## src/rtl/interrupt_controller_if.sv

```systemverilog
// Interrupt controller bus: CPU-side requests and controls in, redirect and status out.
interface interrupt_controller_if;
    logic [2:0]  irqRequest;
    logic [2:0]  irqMask;
    logic        cpuAdvance;
    logic [31:0] pcNext;
    logic        eret;
    logic        pcOverride;
    logic [31:0] pcTarget;
    logic        intTaken;
    logic [2:0]  pending;
    logic [2:0]  inService;
    logic [1:0]  depth;

    // Controller side.
    modport slave (
        input  irqRequest, irqMask, cpuAdvance, pcNext, eret,
        output pcOverride, pcTarget, intTaken, pending, inService, depth
    );

    // CPU / environment side.
    modport master (
        output irqRequest, irqMask, cpuAdvance, pcNext, eret,
        input  pcOverride, pcTarget, intTaken, pending, inService, depth
    );
endinterface

```

## src/rtl/interrupt_controller.sv

```systemverilog
// Three-source nested interrupt controller with edge-latched requests,
// strict-priority preemption and a 3-deep return-address (EPC) stack.
module interrupt_controller #(
    parameter logic [31:0] VEC0 = 32'h0000_0100,
    parameter logic [31:0] VEC1 = 32'h0000_0200,
    parameter logic [31:0] VEC2 = 32'h0000_0300
) (
    input logic                   clk,
    input logic                   rst_n,
    interrupt_controller_if.slave bus
);

    logic [2:0]  irq_q;
    logic [2:0]  pending_q;
    logic [2:0]  in_service_q;
    logic [1:0]  depth_q;
    logic [31:0] epc [3];

    logic [2:0]  rise;
    logic [2:0]  armed;
    logic        cand_valid;
    logic [1:0]  cand_idx;
    logic [1:0]  svc_level;     // 0 = idle, otherwise highest in-service index + 1
    logic        eligible;
    logic        do_take;
    logic        do_return;
    logic [31:0] vector;
    logic [2:0]  take_mask;
    logic [2:0]  top_mask;

    assign rise  = bus.irqRequest & ~irq_q;
    assign armed = pending_q & bus.irqMask;

    // Pick the highest armed source and the current service level.
    always_comb begin
        // NOTE: every always_comb output gets a default first so no path can infer a latch.
        cand_valid = 1'b0;
        cand_idx   = 2'd0;
        svc_level  = 2'd0;
        if (armed[2]) begin
            cand_valid = 1'b1;
            cand_idx   = 2'd2;
        end else if (armed[1]) begin
            cand_valid = 1'b1;
            cand_idx   = 2'd1;
        end else if (armed[0]) begin
            cand_valid = 1'b1;
            cand_idx   = 2'd0;
        end
        if (in_service_q[2])      svc_level = 2'd3;
        else if (in_service_q[1]) svc_level = 2'd2;
        else if (in_service_q[0]) svc_level = 2'd1;
    end

    // A candidate preempts only when strictly above everything in service.
    assign eligible  = cand_valid && ((cand_idx + 2'd1) > svc_level);
    assign do_return = bus.cpuAdvance && bus.eret && (depth_q != 2'd0);
    assign do_take   = bus.cpuAdvance && !bus.eret && eligible;
    assign take_mask = 3'b001 << cand_idx;
    assign top_mask  = (svc_level == 2'd0) ? 3'b000 : (3'b001 << (svc_level - 2'd1));

    // Map the winning source to its handler address.
    always_comb begin
        case (cand_idx)
            2'd2:    vector = VEC2;
            2'd1:    vector = VEC1;
            default: vector = VEC0;
        endcase
    end

    // Same-cycle PC redirect; a return beats a take, idle drives zeros.
    always_comb begin
        bus.pcOverride = 1'b0;
        bus.pcTarget   = 32'h0;
        bus.intTaken   = 1'b0;
        if (do_return) begin
            bus.pcOverride = 1'b1;
            bus.pcTarget   = epc[depth_q - 2'd1];
        end else if (do_take) begin
            bus.pcOverride = 1'b1;
            bus.pcTarget   = vector;
            bus.intTaken   = 1'b1;
        end
    end

    // Edge capture, pending/in-service bookkeeping and EPC stack push/pop.
    always_ff @(posedge clk) begin
        // NOTE: state registers use non-blocking assignments so every update sees pre-edge values.
        if (!rst_n) begin
            irq_q        <= 3'b000;
            pending_q    <= 3'b000;
            in_service_q <= 3'b000;
            depth_q      <= 2'd0;
            // NOTE: the EPC stack is small and reset explicitly so a stray pop can never expose stale addresses.
            for (int i = 0; i < 3; i++) epc[i] <= 32'h0;
        end else begin
            irq_q     <= bus.irqRequest;
            // A fresh rising edge re-arms a source even as it is being taken.
            pending_q <= (pending_q & ~(do_take ? take_mask : 3'b000)) | rise;
            if (do_take) begin
                in_service_q <= in_service_q | take_mask;
                if (depth_q != 2'd3) begin
                    epc[depth_q] <= bus.pcNext;
                    depth_q      <= depth_q + 2'd1;
                end
            end else if (do_return) begin
                in_service_q <= in_service_q & ~top_mask;
                depth_q      <= depth_q - 2'd1;
            end
        end
    end

    assign bus.pending   = pending_q;
    assign bus.inService = in_service_q;
    assign bus.depth     = depth_q;

endmodule

```

## src/flat_wrapper.sv

```systemverilog
// flat-port wrapper written by rule: the top's interface ports become plain ports
module interrupt_controller_flat 
#(
    parameter logic [31:0] VEC0 = 32'h0000_0100,
    parameter logic [31:0] VEC1 = 32'h0000_0200,
    parameter logic [31:0] VEC2 = 32'h0000_0300
)
  (clk, rst_n, bus_irqRequest, bus_irqMask, bus_cpuAdvance, bus_pcNext, bus_eret, bus_pcOverride, bus_pcTarget, bus_intTaken, bus_pending, bus_inService, bus_depth);
  interrupt_controller_if bus_i ();
  input logic clk;
  input logic rst_n;
  input wire logic [$bits(bus_i.irqRequest)-1:0] bus_irqRequest;
  input wire logic [$bits(bus_i.irqMask)-1:0] bus_irqMask;
  input wire logic [$bits(bus_i.cpuAdvance)-1:0] bus_cpuAdvance;
  input wire logic [$bits(bus_i.pcNext)-1:0] bus_pcNext;
  input wire logic [$bits(bus_i.eret)-1:0] bus_eret;
  output wire logic [$bits(bus_i.pcOverride)-1:0] bus_pcOverride;
  output wire logic [$bits(bus_i.pcTarget)-1:0] bus_pcTarget;
  output wire logic [$bits(bus_i.intTaken)-1:0] bus_intTaken;
  output wire logic [$bits(bus_i.pending)-1:0] bus_pending;
  output wire logic [$bits(bus_i.inService)-1:0] bus_inService;
  output wire logic [$bits(bus_i.depth)-1:0] bus_depth;
  assign bus_i.irqRequest = bus_irqRequest;
  assign bus_i.irqMask = bus_irqMask;
  assign bus_i.cpuAdvance = bus_cpuAdvance;
  assign bus_i.pcNext = bus_pcNext;
  assign bus_i.eret = bus_eret;
  assign bus_pcOverride = bus_i.pcOverride;
  assign bus_pcTarget = bus_i.pcTarget;
  assign bus_intTaken = bus_i.intTaken;
  assign bus_pending = bus_i.pending;
  assign bus_inService = bus_i.inService;
  assign bus_depth = bus_i.depth;
  interrupt_controller #(.VEC0(VEC0), .VEC1(VEC1), .VEC2(VEC2)) u_core (.clk(clk), .rst_n(rst_n), .bus(bus_i));
endmodule
```

## config.mk

```make
export PLATFORM = sky130hd
export DESIGN_NAME = interrupt_controller_flat
export DESIGN_NICKNAME = d
export VERILOG_FILES = /design/src/rtl/interrupt_controller_if.sv /design/src/rtl/interrupt_controller.sv /design/src/flat_wrapper.sv
export SDC_FILE = /design/constraint.sdc
export NUM_CORES = 1
export LEC_CHECK = 0
export BUFFER_PORTS_ARGS = -buffer_cell sky130_fd_sc_hd__buf_2
export CAP_MARGIN = 20
export CORE_AREA = 2 2 104 106
export CTS_CLUSTER_SIZE = 16
export DETAILED_ROUTE_END_ITERATION = 10
export DIE_AREA = 0 0 106 108
export HOLD_SLACK_MARGIN = 0.05
export MAX_ROUTING_LAYER = met4
export PLACE_DENSITY = 0.9
export SYNTH_ARGS = -nofsm -noshare
export SYNTH_HDL_FRONTEND = slang
export SYNTH_SLANG_ARGS = --single-unit
```

## constraint.sdc

```tcl
create_clock -name clk -period 7.7 [get_ports clk]
set_input_delay 0.385 -clock clk [delete_from_list [all_inputs] [get_ports clk]]
set_output_delay 0.385 -clock clk [all_outputs]
set_load 0.05 [all_outputs]
```

# [Word level (Yosys, flattened, before mapping)]
# Memory sizes are Yosys's and may differ from the RTL's.
# Index checks and enable logic that the tools add are counted.
[op_classes] n_addsub=4 n_bitwise=9 n_shift=2 n_eq_ne=4 n_reduce_logical=11 magnitude_cmp=1 n_mux=29
[op_table] cell="$mux W32" count=2
[op_table] cell="$reduce_or A32 Y1" count=1
[op_table] cell="$pmux W10 S2" count=1
[op_table] cell="$mux W1" count=14
[op_table] cell="$mux W2" count=7
[op_table] cell="$and A3 B3 Y3" count=4
[op_table] cell="$mux W3" count=4
[op_table] cell="$mux W10" count=1
[op_table] cell="$not A3 Y3" count=3
[op_table] cell="$or A3 B3 Y3" count=2
[op_table] cell="$shl A1 B2 Y3 const A" count=2
[op_table] cell="$logic_and A1 B1 Y1" count=5
[op_table] cell="$add A2 B1 Y2 const B" count=2
[op_table] cell="$ne A2 B2 Y1 const B" count=2
[op_table] cell="$reduce_bool A2 Y1" count=2
[op_table] cell="$sub A2 B1 Y2 const B" count=2
[op_table] cell="$eq A2 B1 Y1 const B" count=1
[op_table] cell="$eq A2 B2 Y1 const B" count=1
[op_table] cell="$gt A2 B2 Y1" count=1
[op_table] cell="$logic_not A2 Y1" count=1
[op_table] cell="$reduce_and A2 Y1" count=1
[op_table] cell="$logic_not A1 Y1" count=1
[word_totals] inputBits=42 regBits=11 n_memories=1 ramBits=96 output_inout_bits=42
[mem_list] name="u_core.epc" depth=3 width=32 read_ports=1 rd_ports_with_merged_regs=0 wr=3 line="interrupt_controller.sv:17" text="logic [31:0] epc [3];"

# [Logic depth before layout (Yosys ltp)]
# Gate-level depths: netlist (run 1).
[logic_depth] word_depth=12 depth_mapped=10 mapped_depth_nobuf=8

# [Least setup slack after synthesis (run 1)]
# Ideal clock, no wire load.
[synth_path] path_type="register to register" startpoint="register u_core.pending_q[2], in the netlist u_core.bus.pending[2]" endpoint="memory u_core.epc[2][0], enable pin" setup_slack_ps=2669 t_required_ps=7234 arrival_ps=4565 path_buffers=1 path_stages_with_launch=10 setup_time_ps=466 path_cell_list="dfxtp_1 -> nand2_1 -> nand3_1 -> inv_1 -> ha_1 -> nand2b_1 -> a2111oi_2 -> buf_2 -> nand2b_1 -> o21ai_0"
[synth_rtl] item="start, declared" line="interrupt_controller.sv:14" text="logic [2:0] pending_q;"
[synth_rtl] item="start signal, assigned" line="interrupt_controller.sv:99" text="pending_q <= (pending_q & ~(do_take ? take_mask : 3'b000)) | rise;"
[synth_rtl] item="end, declared" line="interrupt_controller.sv:17"

# [Worst setup path after layout (run 1)]
[layout_path] startpoint="register u_core.depth_q[0], in the netlist u_core.bus.depth[0]" endpoint="output port bus_pcTarget[14]"
[layout_between] elab_chain_len=3 word_cells_on_any_way=5
[layout_lines] item="start, declared" line="interrupt_controller.sv:16" text="logic [1:0] depth_q;"
[layout_lines] item="start signal, assigned" line="interrupt_controller.sv:104" text="depth_q <= depth_q + 2'd1;"
[layout_lines] item="start signal, assigned" line="interrupt_controller.sv:108" text="depth_q <= depth_q - 2'd1;"
[layout_lines] item="$sub A2 B1 Y2 / $reduce_bool A2 Y1 (equally long branches)" line="interrupt_controller.sv:78, interrupt_controller.sv:57"
[layout_lines] item="$mem_v2 Z3 W32 / $logic_and A1 B1 Y1 (equally long branches)"
[layout_lines] item="$mux W32 *" line="interrupt_controller.sv:76" text="if (do_return) begin"
[layout_lines] item="end, declared" line="flat_wrapper.sv:18" text="output wire logic [$bits(bus_i.pcTarget)-1:0] bus_pcTarget;"
# Every way passes the cells marked *; elsewhere a longest branch is shown, timed or not.

==> flow_summary_export.csv, run 1 <==
group,metric,value,unit
global_route,grt_max_degree,41,
run_status,status,"completed",
worst_setup_path,crit_chain,"buf_4, inv_1, ha_2, nand3b_1, buf_4, nor2b_1, buf_2",
global_route,grt_overflow,0,
cells_and_area,n_fill_cell,579,
worst_setup_path,crit_path_end_kind,"primary output",
worst_setup_path,slowest_delay,0.62,ns
power_and_ir_drop,p_total,1.97,mW
placed_design,hpwl,7.79,mm
clocking,cts_tree,"done",
global_route,grt_pass1_vias,4190,
placed_design,place_congestion,0.804,
clocking,h-tree-depth,4,
power_and_ir_drop,ir_worst_vdd,0.206,mV
synth,ys_warn_count,0,
synth,synth_top_area_cell,"edfxtp_1",
die,start_util,59.7,%
synth,synth_edf_count,128,
power_and_ir_drop,switchingPower,445,uW
routing,antenna_left,0,
synth,yosysTopAreaCellShare,62.9,%
global_route,grt_usage,26.2,%
hold_path,worstHoldPathType,"input pin to flip-flop",
power_and_ir_drop,comb_power_share,11.9,%
die,core_area,0.0102,mm^2
synth,synth-main-ff-cell,"edfxtp_1",
cells_and_area,antenna_cells,0,
worst_setup_path,path_common_cell,"buf_4",
clocking,worstSkewPairLatency,0.53,ns
cells_and_area,final_util,75.6,%
timing,max_slew_margin,42.8,%
die,ios,84,
worst_setup_path,critical_path_arrival,3.53,ns
die,die_x,106,um
cells_and_area,drive_gt1_share,27.7,%
global_route,grt_pass1_wl,21.1,mm
routing,drtPass1Iterations,5,
power_and_ir_drop,clock_power_share,43.3,%
die,fp.dieH,108,um
job,cap_violations,0,
worst_setup_path,crit_required,7.32,ns
placed_design,pre_cts_ws,4.32,ns
synth,synthDistinctLibCells,36,
die,rows,37,
die,die-area,0.0114,mm^2
synth,post_synth.cell_area_avg,14.3,um^2
routing,drt_wl_total,13.7,mm
routing,vias_per_cell,5.56,
clocking,path_clk_slew,0.06,ns
timing,post-route-min-period,3.92,ns
synth,ys_seq_elements,139,
timing,fin_worst_skew,0.00692,ns
global_route,antenna_found_initial,0,
cells_and_area,multiInputGateArea,0.00206,mm^2
timing,worst_pin_slew,0.857,ns
timing,setup_tns,0,ns
power_and_ir_drop,p_leak,3.07,nW
timing,timing.final.ws_setup,3.78,ns
timing,finalSetupViolCount,0,
worst_setup_path,critPathKind,"flip-flop to primary output",
clocking,cts_sinks,139,
worst_setup_path,crit_path_top_delay_cell,"nand3b_1",
power_and_ir_drop,powerDensity,255,mW/mm^2
worst_setup_path,startpoint_type,"flip-flop",
power_and_ir_drop,p_sw_share,22.6,%
cells_and_area,syn_to_final_growth,26.6,%
power_and_ir_drop,intPower,1.53,mW
synth,netlist_area,0.00611,mm^2
timing,rsz0062_at_grt,"no",
routing,drcViolationCount,0,
cells_and_area,seq_area,0.00407,mm^2
worst_setup_path,path_max_fanout,37,
clocking,cts-buffers-inserted,17,
timing,fin_crit_sh,50.9,%
timing,hold_violations,0,
routing,initialDrtViolationCount,376,
timing,slew_violations,0,
placed_design,port_buffers,83,
routing,route.vias.total,3966,
timing,max_freq,0.255,GHz
synth,async_flop_share,0,%
placed_design,place_area,0.00678,mm^2
routing,wl_per_cell,19.2,um
synth,synth-seq-area-share,66.5,%
power_and_ir_drop,p_seq_share,44.8,%
cells_and_area,fin_nets,613,
clocking,clock_path_buffers,2,
synth,synthTopCellsByArea,"edfxtp_1, mux4_2, nor2_1",
cells_and_area,design_area,0.00773,mm^2
synth,netlist_instances,427,
clocking,cts_root_buf,"clkbuf_8",
## worst paths after layout
kind / start / end / slack, ns / cells after the start
hold reg to reg: u_core.irq_q[0] / u_core.bus.pending[0] / 0.43 / 1
hold / removal: bus_pcNext[29] / u_core.epc[3][29] / 0.06 / 1
setup / recovery: u_core.bus.depth[0] / bus_pcTarget[14] / 3.78 / 7
setup reg to reg: u_core.bus.depth[0] / u_core.bus.depth[0] / 4.62 / 8
## what timing repair did
action | CTS | global route
setup buffers | 0 | 0
resized for setup | 0 | 0
hold endpoints to repair | 23 | 2
hold buffers | 23 | 2
## kinds of logic (layout without fill, tap and decap cells)
kind of cell	count (synthesis)	count (layout)	share of synthesized area, %
and+or+nand+nor	186	186	14.9
DFF	139	139	66.5
buffers and inverters	38	157	2.50
muxes	32	32	11.8
AOI/OAI and AO/OA	25	25	2.93
adders and majority gates	6	6	1.23
other	1	32	0.0614
## placed cells by master, fill, tap and decap left out, drive strengths merged, types with 2 or more instances in the layout
master | synthesis | routed
edfxtp | 128 | 128
nor2 | 93 | 93
buf | 9 | 90
nand2b | 34 | 34
mux4 | 32 | 32
conb | 1 | 32
nor2b | 31 | 31
dlygate4sd3 | 0 | 25
clkbuf | 18 | 17
inv | 11 | 11
dfxtp | 11 | 11
nand2 | 8 | 8
o21ai | 8 | 8
clkinv | 0 | 8
ha | 6 | 6
and2 | 5 | 5
bufinv | 0 | 5
nand3 | 5 | 5
nor3b | 4 | 4
a211o | 3 | 3
a21oi | 2 | 2
o21a | 2 | 2
## power by group through the flow
| stage | Combinational, mW | Clock [mW] | Sequential (mW) |
|---|---|---|---|
| floorplan | 0.150 | 0 | 0.904 |
| global placement | 0.210 | 0 | 0.894 |
| detailed placement | 0.216 | 0 | 0.898 |
| CTS | 0.227 | 0.854 | 0.884 |
| global route | 0.251 | 0.883 | 0.886 |
| finish | 0.235 | 0.852 | 0.883 |
## metrics by stage
step	hold WS, ns	cells
3_5_place_dp	0.420	654
3_3_place_gp	0.412	654
6_report	0.0621	713
2_1_floorplan	0.408	458
4_1_cts	0.0503	708
5_1_grt	0.0507	713
## synth_stat cells, drive strengths merged, types with 6 or more instances
| master | n |
|---|---|
| clkbuf | 18 |
| inv | 11 |
| o21ai | 8 |
| buf | 9 |
| mux4 | 32 |
| nor2 | 93 |
| nand2 | 8 |
| ha | 6 |
| dfxtp | 11 |
| edfxtp | 128 |
| nand2b | 34 |
| nor2b | 31 |
## layer usage
layer  part of all wire [%]  vias to the layer above  track usage [%]  wire length, um
met5                      0                        -                -                0
met4                    2.1                        0             10.8              291
met3                    7.6                       28             6.99             1050
met2                     54                      204             45.1             7340
met1                     37                     1939             29.2             5010
li1                       -                     1795                -                -
## sequential cells by signal (all words and copies together) (netlist names)
signal                flops
u_core.irq_q              3
u_core.bus.inService      3
u_core.bus.pending        3
u_core.epc              128
u_core.bus.depth          2
## worst max-delay path, delay by kind of cell, from the launching register on
family                     cells  cell delay, ns
and+or+nand+nor                2            0.84
buffers and inverters          4            1.54
DFF                            1            0.32
adders and majority gates      1            0.27
## final cells by class
cell class,count,share of cell area (%)
well taps,136,2.20
flip-flops and latches,139,52.6
clock buffers,17,5.36
clock inverters,14,2.62
repair buffers,115,10.1
multi-input cells,281,26.6
inverters,11,0.534
Power figures use the tool's default switching activity.
==> run 2: changes to the inputs <==
CORE_AREA = 2 2 107 109   (was 2 2 104 106)
DIE_AREA = 0 0 109 111   (was 0 0 106 108)
PLACE_DENSITY = 0.86   (was 0.9)
clock period = 4.1 ns   (was 7.7 ns; I/O delays follow)
==> run 2 against run 1 <==
Effect of this change:
- critical path depth is 2 lower
- first-iteration DRC count is 8.2% lower
- core utilization is 5.3 points lower
- non-clock buffer count is 11 higher
- final cell count is 2.7% higher
- die area is 5.7% higher
- clock power is 80% higher
- global-route usage is 2.0 points lower
- hold slack better by 0.13 ns
- clock skew is 0.0011 ns higher
- critical path type unchanged
- highest routed layer unchanged
==> flow_summary_export.csv, run 2 (synthesized netlist as in run 1, its figures left out) <==
group,metric,value,unit
timing,rsz0062_at_grt,"no",
global_route,grt_pass1_vias,4150,
global_route,grt_max_degree,41,
job,cap_violations,0,
cells_and_area,final_util,70.2,%
placed_design,place_congestion,0.831,
timing,post-route-min-period,3.22,ns
timing,worst_pin_slew,0.855,ns
timing,max_freq,0.311,GHz
die,fp.dieH,111,um
placed_design,port_buffers,83,
die,rows,39,
worst_setup_path,path_max_fanout,35,
run_status,status,"completed",
power_and_ir_drop,p_total,3.63,mW
cells_and_area,antenna_cells,0,
worst_setup_path,critPathKind,"flip-flop to primary output",
cells_and_area,top_register,"u_core.epc",
timing,hold_violations,0,
hold_path,worstHoldPathType,"input pin to flip-flop",
placed_design,hpwl,7.87,mm
die,die_x,109,um
cells_and_area,drive_gt1_share,27.5,%
die,die-area,0.0121,mm^2
timing,fin_crit_sh,78.5,%
timing,finalSetupViolCount,0,
cells_and_area,largest_reg_flops,128,
timing,fin_worst_skew,0.00802,ns
die,start_util,55.1,%
power_and_ir_drop,powerDensity,466,mW/mm^2
clocking,path_clk_slew,0.06,ns
worst_setup_path,startpoint_type,"flip-flop",
clocking,cts_sinks,139,
worst_setup_path,crit_path_top_delay_cell,"ha_2",
routing,vias_per_cell,5.34,
die,core_area,0.0111,mm^2
clocking,cts_setup_buffers,0,
routing,route.vias.total,3907,
global_route,antenna_found_initial,0,
worst_setup_path,crit_required,3.89,ns
clocking,cts_resized,0,
worst_setup_path,slowest_delay,0.93,ns
cells_and_area,mostFrequentLayoutCells,"edfxtp_1, nor2_1, buf_2, dlygate4sd3_1, nand2b_1",
worst_setup_path,crit_buf_inv,2,
clocking,cts-buffers-inserted,17,
cells_and_area,syn_to_final_growth,27.4,%
routing,drcViolationCount,0,
timing,slew_violations,0,
global_route,grt_usage,24.2,%
worst_setup_path,critical_path_arrival,3.01,ns
cells_and_area,final_common_cell,"edfxtp_1",
routing,drtPass1Iterations,4,
worst_setup_path,path_delay_family,"adder cells",
routing,antenna_left,0,
worst_setup_path,crit_path_end_kind,"primary output",
die,ios,84,
clocking,cts_tree,"done",
routing,drt_wl_total,13.4,mm
worst_setup_path,crit_chain,"inv_1, ha_2, mux4_2, nor2b_1, buf_2",
power_and_ir_drop,p_leak,3.10,nW
clocking,cts_root_buf,"clkbuf_16",
routing,initialDrtViolationCount,345,
clocking,worstSkewPairLatency,0.42,ns
global_route,grt_pass1_wl,20.9,mm
clocking,h-tree-depth,4,
clocking,clock_path_buffers,2,
global_route,grt_overflow,0,
timing,max_slew_margin,43.0,%
routing,wl_per_cell,18.3,um
cells_and_area,fin_nets,624,
power_and_ir_drop,ir_worst_vdd,0.368,mV
[run 2: final cells by class]
| class | instances | area, um^2 |
|---|---|---|
| clock inverter | 7 | 45.0 |
| tap | 143 | 179 |
| sequential | 139 | 4070 |
| inverter | 11 | 41.3 |
| fill | 699 | 3300 |
| clock buffer | 25 | 571 |
| timing repair buffer | 126 | 826 |
| multi-input combinational | 281 | 2050 |
[run 2: repair_timing]
item                                   in CTS  in global routing
setup endpoints to repair                   0                  0
hold buffers                               35                  0
endpoints found under the hold margin      35                  0
[run 2: worst paths after layout]
path                            to  slack, ns                  start  cells past startpoint
max                bus_pcTarget[7]       0.88    u_core.bus.depth[0]                      5
min          u_core.bus.pending[2]       0.19         bus_irqMask[2]                      3
max reg2reg       u_core.epc[2][1]       1.06  u_core.bus.pending[2]                     10
min reg2reg  u_core.bus.pending[0]       0.43        u_core.irq_q[0]                      1
[run 2: worst min-delay path: cells and delay by family]
kind / cells / cell delay [ns]
compound gates: 2 / 0.24
buf+inv: 1 / 0.11
[run 2: metrics by stage]
stage / std cells / area [um^2] / hold WS, ns / setup TNS, ns / setup slack, ns
floorplan: 458 / 6220 / 0.304 / -8.14 / -0.0849
global placement: 665 / 6810 / 0.399 / 0 / 1.32
detailed placement: 665 / 6810 / 0.399 / 0 / 1.10
CTS: 732 / 7780 / 0.171 / 0 / 0.848
global route: 732 / 7780 / 0.179 / 0 / 0.671
finish: 732 / 7780 / 0.188 / 0 / 0.882
[run 2: power breakdown]
group	switching, mW	internal (mW)	total [mW]
clock network	0.567	0.967	1.53
registers	0.0332	1.63	1.66
logic	0.235	0.194	0.429
[run 2: metal layers]
metal  GRT usage (%)  share of wire [%]
met1            29.3                 40
met2            39.7                 52
met3            5.64                7.0
met4            8.72                1.8
met5               -                  0
==> run 3: changes to the inputs <==
ABC_AREA = 1   (was default)
CORE_AREA = 2 2 113 115   (was 2 2 107 109)
DIE_AREA = 0 0 115 117   (was 0 0 109 111)
PLACE_DENSITY = 0.82   (was 0.86)
clock period = 2.6 ns   (was 4.1 ns; I/O delays follow)
==> run 3 against run 2 <==
Effect of this change:
- worst setup slack got worse by 0.76 ns
- final area is 1.6% higher
- hold slack got worse by 0.094 ns
- final cell count grew 25%
- synthesized area grew 1.3%
- combinational power grew 100%
- register-to-register slack worse by 0.77 ns
- sequential power is 57% higher
- core utilization decreased by 6.0 points
- first-iteration DRC count rose by 5.5%
- clock-buffer cell count is 5 lower
==> flow_summary_export.csv, run 3 <==
group,metric,value,unit
routing,wl_per_cell,15.8,um
worst_setup_path,r2r_start,"u_core.bus.pending[2]",
worst_setup_path,crit_chain,"inv_1, ha_1, clkinv_1, buf_4, nor2_1, o21ai_0, a21oi_2, buf_2",
clocking,cts_sinks,139,
die,die_x,115,um
global_route,grt_pass1_wl,23.0,mm
synth,ys_seq_elements,139,
hold_path,min_from,"rst_n",
routing,wl_met3,803,um
worst_setup_path,startpoint_type,"flip-flop",
routing,drt_wl_total,14.5,mm
clocking,worstSkewPairLatency,0.42,ns
worst_setup_path,crit_buf_inv,4,
die,rows,41,
cells_and_area,drive_gt1_share,21.6,%
worst_setup_path,crit_path_end_kind,"primary output",
worst_setup_path,path_max_fanout,14,
worst_setup_path,critical_path_arrival,2.35,ns
synth,netlist_area,0.00619,mm^2
run_status,status,"completed",
clocking,cts_tree,"done",
power_and_ir_drop,p_total,5.70,mW
routing,drcViolationCount,0,
worst_setup_path,critPathKind,"flip-flop to primary output",
die,die-area,0.0135,mm^2
worst_setup_path,crit_path_top_delay_cell,"dfxtp_1",
die,core_area,0.0123,mm^2
clocking,clock_path_buffers,2,
routing,drtPass1Iterations,7,
cells_and_area,seq_area,0.00407,mm^2
synth,async_flop_share,0,%
synth,ys_warn_count,0,
cells_and_area,largest_reg_flops,128,
global_route,grt_pass1_vias,4942,
cells_and_area,fin_nets,802,
timing,setup_tns,0,ns
cells_and_area,multiInputGateArea,0.00205,mm^2
clocking,h-tree-depth,4,
timing,fin_crit_sh,95.3,%
synth,yosysTopAreaCellShare,62.1,%
synth,synth_edf_count,128,
power_and_ir_drop,p_leak,3.42,nW
routing,initialDrtViolationCount,364,
synth,synthDistinctLibCells,28,
worst_setup_path,crit_required,2.47,ns
die,ios,84,
worst_setup_path,path_delay_family,"buffers and inverters",
synth,synth_top_area_cell,"edfxtp_1",
job,cap_violations,0,
clocking,cts_root_buf,"clkbuf_16",
cells_and_area,antenna_cells,0,
global_route,grt_usage,23.3,%
cells_and_area,top_register,"u_core.epc",
worst_setup_path,rr_worst_depth,11,
hold_path,worstHoldPathType,"input pin to flip-flop",
cells_and_area,mostFrequentLayoutCells,"nor2_1, edfxtp_1, buf_2, o21ai_0, inv_1",
clocking,path_clk_slew,0.06,ns
clocking,cts_setup_buffers,0,
synth,synth-main-ff-cell,"edfxtp_1",
synth,synthTopCellsByArea,"edfxtp_1, nor2_1, o21ai_0",
die,start_util,50.2,%
routing,route.vias.total,4823,
power_and_ir_drop,ir_worst_vdd,0.656,mV
hold_path,holdPathStages,3,
placed_design,placedCellCount,850,
routing,antenna_left,0,
cells_and_area,n_fill_cell,929,
hold_path,worstHoldEndpoint,"u_core.bus.depth[0]",
routing,drt-met1-wl,5.62,mm
placed_design,hpwl,8.77,mm
worst_setup_path,slowest_delay,0.40,ns
cells_and_area,syn_to_final_growth,27.8,%
power_and_ir_drop,powerDensity,721,mW/mm^2
synth,synth-seq-area-share,65.7,%
synth,netlist_instances,609,
timing,whs,0.0933,ns
clocking,cts-buffers-inserted,17,
worst_setup_path,r2r_slack,0.29,ns
timing,max_freq,0.404,GHz
cells_and_area,instances_no_fill,917,
worst_setup_path,rr_endpoint,"u_core.epc[2][26]",
global_route,grt_overflow,0,
global_route,antenna_found_initial,0,
placed_design,port_buffers,83,
synth,yosysMostFrequentCell,"nor2_1",
timing,fin_worst_skew,0.00738,ns
synth,synthTopCellsByCount,"nor2_1, edfxtp_1, o21ai_0, inv_1",
timing,max_slew_margin,56.5,%
timing,finalSetupViolCount,0,
timing,post-route-min-period,2.48,ns
placed_design,place_congestion,0.818,
global_route,grt_max_degree,67,
timing,worst_pin_slew,0.653,ns
routing,top_layer,"met4",
routing,wl_met2,7.56,mm
routing,vias_per_cell,5.26,
synth,post_synth.cell_area_avg,10.2,um^2
cells_and_area,final_common_cell,"nor2_1",
timing,rsz0062_at_grt,"no",
timing,hold_violations,0,
timing,slew_violations,0,
die,fp.dieH,117,um
==> run 3: cell count changes after synthesis, moves of 31 or more <==
cell,previous run,this run
mux4_2,32,0
nor2_1,93,221
a21oi_1,2,35
inv_1,11,46
o21ai_0,8,55
nand2b_1,34,0
nor2b_1,31,0
==> run 3: cell families (layout without fill, tap and decap cells) <==
| logic type | after synthesis | count (layout) | share of synthesized area, % |
|---|---|---|---|
| other | 1 | 32 | 0.0606 |
| AOI/OAI and AO/OA | 102 | 102 | 8.31 |
| DFF | 139 | 139 | 65.7 |
| adders and majority gates | 6 | 6 | 1.21 |
| buffers and inverters | 84 | 211 | 6.39 |
| and+or+nand+nor | 277 | 277 | 18.3 |
==> run 3: timing repair <==
item	in CTS	in global routing
hold buffers	35	0
setup endpoints to repair	0	7
hold endpoints to repair	39	0
resized for setup	0	8
==> run 3: layout make-up <==
| type | instances | area share (%) |
|---|---|---|
| clock buffer | 20 | 5.52 |
| clock inverter | 12 | 1.33 |
| inverter | 50 | 2.37 |
| multi-input combinational | 417 | 25.9 |
| sequential | 139 | 51.4 |
| tap | 150 | 2.37 |
| timing repair buffer | 129 | 11.0 |
==> run 3: where the power goes <==
part,switching [mW],internal [mW]
clock network,0.849,1.38
registers,0.0391,2.56
logic,0.620,0.250
==> run 3: tightest hold or removal path: cells and delay by family <==
family / cells / cell delay, ns
buf+inv: 1 / 0.21
simple gates: 2 / 0.13
==> run 3: routing by layer <==
metal  global-route usage (%)  vias to the layer above
li1                         -                     2272
met1                     25.8                     2319
met2                     40.3                      190
met3                     5.56                       42
met4                     10.6                        0
met5                        -                        -
==> run 3: worst max-delay path by stage <==
stage / depth (start not counted) / end / slack [ns] / from
3_3_place_gp: 11 / u_core.epc[2][7] / 0.38 / u_core.bus.pending[2]
3_5_place_dp: 11 / u_core.epc[2][13] / 0.22 / u_core.bus.pending[2]
5_1_grt: 8 / bus_pcTarget[31] / 0.004 / u_core.bus.depth[1]
6_report: 8 / bus_pcTarget[4] / 0.12 / u_core.bus.depth[1]
2_1_floorplan: 11 / u_core.epc[0][0] / 0.02 / u_core.bus.pending[1]
4_1_cts: 12 / bus_pcTarget[9] / 0.06 / u_core.bus.pending[2]
==> run 3: stage by stage <==
| step | util (%) | instance area (um^2) | setup slack [ns] |
|---|---|---|---|
| after floorplan | - | 6510 | 0.0178 |
| after global placement | 56.9 | 7000 | 0.384 |
| after detailed placement | 56.9 | 7000 | 0.218 |
| after CTS | 64.1 | 7890 | 0.0621 |
| after global routing | 64.2 | 7910 | 0.00367 |
| final | 64.2 | 7910 | 0.122 |
